--- src/rtl/pwm_cmd_master.sv ---
// Avalon-MM command master for a PWM block: replays configuration and
// comparator commands as register write bursts, then optionally waits for the PWM trigger.
module pwm_cmd_master #(
  parameter int WAIT_TRIG = 1,
  parameter int TIMEOUT   = 200000
) (
  input  logic        clk,
  input  logic        reset_n,
  input  logic        cmd_valid,
  output logic        cmd_ready,
  input  logic [95:0] cmd_data,
  input  logic        cfg_valid,
  output logic        cfg_ready,
  input  logic [15:0] cfg_maxctr,
  input  logic [3:0]  cfg_mode,
  input  logic        trig_irq,
  output logic [3:0]  M_addr,
  output logic        M_write,
  output logic [31:0] M_writedata,
  input  logic        M_waitrequest,
  output logic        done,
  output logic        timeout,
  output logic [15:0] upd_count
);

  typedef enum logic [1:0] {
    S_IDLE,
    S_CFG_WR,
    S_CMD_WR,
    S_WAIT_TRIG
  } state_t;

  localparam logic [2:0]  CFG_LAST = 3'd4;
  localparam logic [2:0]  CMD_LAST = 3'd6;
  localparam logic [31:0] TMO_LAST = 32'(TIMEOUT - 1);

  state_t      state_q, state_d;
  logic [2:0]  idx_q;
  logic [15:0] maxctr_q;
  logic [3:0]  mode_q;
  logic [95:0] cmd_q;
  logic [31:0] tmo_q;
  logic [15:0] upd_cnt_q;
  logic        done_d, timeout_d;
  logic        wr_done, wr_last;

  // Config takes priority over a command presented in the same cycle.
  assign cfg_ready = (state_q == S_IDLE);
  assign cmd_ready = (state_q == S_IDLE) && !cfg_valid;
  assign upd_count = upd_cnt_q;

  assign wr_done = M_write && !M_waitrequest;
  assign wr_last = ((state_q == S_CFG_WR) && (idx_q == CFG_LAST)) ||
                   ((state_q == S_CMD_WR) && (idx_q == CMD_LAST));

  // Bus outputs decode purely from registered state so they drop to zero
  // the instant reset is applied and stay put while the slave stalls.
  // NOTE: every combinational output is defaulted first so no path can infer a latch.
  always_comb begin
    M_write     = 1'b0;
    M_addr      = 4'h0;
    M_writedata = 32'h0;
    unique case (state_q)
      S_CFG_WR: begin
        M_write = 1'b1;
        case (idx_q)
          3'd0: begin
            M_addr      = 4'h8;
            M_writedata = {16'h0, maxctr_q};
          end
          3'd1: begin
            M_addr      = 4'hA;
            M_writedata = {31'h0, mode_q[0]};
          end
          3'd2: begin
            M_addr      = 4'hB;
            M_writedata = {31'h0, mode_q[1]};
          end
          3'd3: begin
            M_addr      = 4'hC;
            M_writedata = {31'h0, mode_q[2]};
          end
          default: begin
            M_addr      = 4'hD;
            M_writedata = {31'h0, mode_q[3]};
          end
        endcase
      end
      S_CMD_WR: begin
        M_write = 1'b1;
        case (idx_q)
          3'd0, 3'd1, 3'd2, 3'd3, 3'd4, 3'd5: begin
            M_addr      = {1'b0, idx_q};
            M_writedata = {16'h0, cmd_q[{idx_q, 4'h0} +: 16]};
          end
          default: begin
            M_addr      = 4'hF;
            M_writedata = 32'h1;
          end
        endcase
      end
      default: ;
    endcase
  end

  always_comb begin
    state_d   = state_q;
    done_d    = 1'b0;
    timeout_d = 1'b0;
    unique case (state_q)
      S_IDLE: begin
        if (cfg_valid)      state_d = S_CFG_WR;
        else if (cmd_valid) state_d = S_CMD_WR;
      end
      S_CFG_WR: begin
        if (wr_done && wr_last) state_d = S_IDLE;
      end
      S_CMD_WR: begin
        if (wr_done && wr_last) begin
          if (WAIT_TRIG != 0) begin
            state_d = S_WAIT_TRIG;
          end else begin
            state_d = S_IDLE;
            done_d  = 1'b1;
          end
        end
      end
      S_WAIT_TRIG: begin
        // A trigger coinciding with expiry counts as success.
        if (trig_irq) begin
          state_d = S_IDLE;
          done_d  = 1'b1;
        end else if ((TIMEOUT > 0) && (tmo_q == TMO_LAST)) begin
          state_d   = S_IDLE;
          timeout_d = 1'b1;
        end
      end
      default: state_d = S_IDLE;
    endcase
  end

  // NOTE: sequential state uses non-blocking assignments so every register
  // samples the pre-edge values regardless of statement order.
  always_ff @(posedge clk or negedge reset_n) begin
    if (!reset_n) state_q <= S_IDLE;
    else          state_q <= state_d;
  end

  // NOTE: the latched fields are plain flops, so clearing them on reset is cheap.
  always_ff @(posedge clk or negedge reset_n) begin
    if (!reset_n) begin
      idx_q     <= 3'd0;
      maxctr_q  <= 16'h0;
      mode_q    <= 4'h0;
      cmd_q     <= 96'h0;
      tmo_q     <= 32'h0;
      upd_cnt_q <= 16'h0;
      done      <= 1'b0;
      timeout   <= 1'b0;
    end else begin
      done    <= done_d;
      timeout <= timeout_d;

      if (done_d) upd_cnt_q <= upd_cnt_q + 16'd1;

      // Index restarts on every state change and advances only on completed writes.
      if (state_d != state_q) idx_q <= 3'd0;
      else if (wr_done)       idx_q <= idx_q + 3'd1;

      if (state_q != S_WAIT_TRIG) tmo_q <= 32'h0;
      else                        tmo_q <= tmo_q + 32'd1;

      if (state_q == S_IDLE) begin
        if (cfg_valid) begin
          maxctr_q <= cfg_maxctr;
          mode_q   <= cfg_mode;
        end else if (cmd_valid) begin
          cmd_q <= cmd_data;
        end
      end
    end
  end

endmodule

--- config.mk ---
export PLATFORM = sky130hd
export DESIGN_NAME = pwm_cmd_master
export DESIGN_NICKNAME = d
export VERILOG_FILES = /design/src/rtl/pwm_cmd_master.sv
export SDC_FILE = /design/constraint.sdc
export NUM_CORES = 1
export LEC_CHECK = 0
export CORE_MARGIN = 10
export CORE_UTILIZATION = 50
export CTS_CLUSTER_SIZE = 30
export DETAILED_ROUTE_END_ITERATION = 12
export GPL_ROUTABILITY_DRIVEN = 0
export HOLD_SLACK_MARGIN = 0.02
export PLACE_DENSITY = 0.84
export SKIP_LAST_GASP = 1
export SYNTH_ARGS = -nofsm -noshare
export SYNTH_HDL_FRONTEND = slang
export SYNTH_SLANG_ARGS = --single-unit
--- constraint.sdc ---
create_clock -name clk -period 4.97 [get_ports clk]
set_clock_uncertainty 0.1 [all_clocks]
set_input_delay 0.7455 -clock clk [delete_from_list [all_inputs] [get_ports clk]]
set_output_delay 0.7455 -clock clk [all_outputs]
set_load 0.005 [all_outputs]
==> out/results.txt <==
Status: finished clean
First-iteration detailed-routing DRC count: 469
Mux contribution to synthesized area: 22.2%
Layout fillers: 1271
Post-Synth XOR/XNOR Area: 4.48%
Vias post-DR: 5669
PD cells: 496 nW/um^2
Detailed Routing Iterations Pass 1: 4
First-pass GRT wire length: 32.8 mm
Core area: 16500 um^2
Critical path destination: M_writedata[9]
Area of the multi-input gates: 3870 um^2
Top-level port count: 179
Post-synth EDFFs: 0
Crit path capture type: output port
Synth top area cells: dfrtp_1 (51%), mux2_2 (16%), mux4_2 (4.3%)
Die outline width: 149 um
Min Clock Period, post-route: 4.25 ns
F_max: 236 MHz
WS Path Type: reg2out
Simple-gate area share of the yosys netlist: 11.6%
Fin. Hold Viols: 0
Antenna Nets Post-Route: 0
Crit path required time: 4.12 ns
Tightest Hold Check Type: in2async
Synth warn: 0
RR Endpoint: cmd_q[26]
FF-to-FF setup slack: 1.90 ns
Crit path max fanout: 22
Cells after synthesis: 673
CP startpoint: idx_q[1]
Clock Sink Count: 171
Synth-to-layout area growth: 28.4%
Top FF cell, synth: dfrtp_1
Relative slew slack: 23.9%
Tot GR Track Use: 18.7%
Clock buffer count from CTS: 17
Largest family of logic cells by synthesized area: multiplexers
Tcrit/Tclk final: 85.4%
Setup crit start kind: register
DP HPWL: 15.0 mm
Top-count cell post-synth: dfrtp_1
Largest net degree at the start of global routing: 95
Reg area: 4280 um^2
Placed insts: 1028
Pins Over Slew Limit: 0
Initial Util: 50.7%
Maximum buffer depth of the clock tree: 2
Die Y: 149 um
Most frequent cells after synthesis: dfrtp_1 (171), mux2_2 (118), nand2_1 (38), nor2b_1 (28), o21ai_0 (26)
Synth Area per Inst: 12.4 um^2
Num rows: 47
DR vias/cell: 5.33
Die area: 22300 um^2
Post-route setup slack: 0.724 ns
Crit path DAT: 3.40 ns
Layout cells sized above 1: 21.5%
Synth area leader: dfrtp_1
Finished Layout Cells: 1063
Post-Route WL: 20.7 mm
Async S/R FF share, synth: 100%
Fin nets: 961
Pwr Total: 0.00533 W
Sequential fraction of the synthesis area: 51.1%
TNS Setup: 0 ns
Worst-skew pair later-pin latency: 0.42 ns
Hold buffer count at CTS: 0
Dpl ws: 1.20 ns
Critical R2R Launch: state_q[0]
Drt wl/cell: 19.5 um
Mapped Area: 8370 um^2
Synth top area share: 51.1%
Synth Area in Compound Gates: 5.36%
TritonCTS clock tree: yes
H-tree level count: 4
Post-Synth Adder-Cell Area: 1.79%
Post-route DRC: 0
R2r worst-path depth: 6
Worst Tran Pin Value: 1.14 ns
Initial antenna violation count: 3
Final setup fails: 0
Vias in the first global route: 5996
Post-CTS setup buffer count: 0
Grt ovf: 0
Post-CTS resize count: 0
Register bit count reported by yosys: 171
RSZ-0062 raised after global routing: false
Clock root buffer: clkbuf_16
Distinct cell type count after synthesis: 49
Worst-path clk slew: 0.06 ns
Port bufs: 162
Peak supply drop: 0.274 mV
Leak Pwr: 4.54 nW
# Max-Cap Violations: 0
==> where the power goes <==
part           switching (W)  internal, W
sequential          0.000288      0.00190
clock               0.000571     0.000783
combinational       0.000750      0.00104
total                0.00161      0.00372
==> cells by family after synthesis <==
| family | count (synthesis) |
|---|---|
| flip-flops | 171 |
| AND/OR/NAND/NOR | 171 |
| multiplexers | 151 |
| AO/OA/AOI/OAI | 69 |
| buffers and inverters | 56 |
| XOR/XNOR | 42 |
| adder cells (fa/ha/maj) | 12 |
| other | 1 |
==> placed cells by master (no fill, tap or decap), drive strengths merged, types with 17 or more instances in the layout <==
cell type,netlist,routed
dfrtp,171,171
clkdlybuf4s50,0,161
mux2,118,118
nand2,38,38
nor2b,28,28
o21ai,26,26
xnor2,26,26
and2,24,24
clkbuf,14,20
nand3,19,19
mux2i,17,17
==> critical path: stages, from the launching register on <==
cell             delay (ns)
dfrtp_1                0.32
buf_4                  0.29
ha_1                   0.33
nor2_1                 0.08
nor2_1                 0.10
nor3_1                 0.10
nor2b_1                0.89
a22oi_1                0.22
nor2b_1                0.15
clkdlybuf4s50_1        0.51
==> layer usage <==
| layer | up-vias | routed length (um) | GRT usage, % |
|---|---|---|---|
| li1 | 2657 | - | - |
| met4 | 0 | 468 | 6.87 |
| met3 | 25 | 1510 | 5.68 |
| met5 | - | 0 | 0 |
| met1 | 2804 | 9100 | 24.7 |
| met2 | 183 | 9650 | 28.3 |
==> layout make-up <==
cell class / count / area share (%)
timing repair buffer: 167 / 15.6
tap: 220 / 2.56
inverter: 9 / 0.314
sequential: 171 / 39.8
clock buffer: 20 / 4.25
multi-input combinational: 461 / 36.0
clock inverter: 12 / 1.42
antenna: 3 / 0.0698
==> through the flow <==
step                      area [um^2]  utilization, %  hold slack, ns
after floorplan                  8430               -           0.345
after global placement          10100            61.3           0.366
after detailed placement        10100            61.3           0.367
after CTS                       10700            65.0           0.334
after global routing            10800            65.1           0.366
final                           10800            65.1           0.308
==> flip-flops by register name, summed over array words and instances (netlist names) <==
register and count:
cmd_q 96, tmo_q 32, maxctr_q 16, upd_count 16, mode_q 4, idx_q 3
state_q 2, done 1, timeout 1
==> how the worst min path moves through the flow <==
stage / endpoint / start / slack (ns) / cells after the start
4_1_cts: upd_count[1] / reset_n / 0.33 / 1
5_1_grt: upd_count[1] / reset_n / 0.37 / 1
3_3_place_gp: tmo_q[0] / tmo_q[0] / 0.37 / 1
3_5_place_dp: tmo_q[0] / tmo_q[0] / 0.37 / 1
6_report: upd_count[3] / reset_n / 0.31 / 1
2_1_floorplan: cmd_q[0] / reset_n / 0.35 / 0
Power figures use the tool's default switching activity.
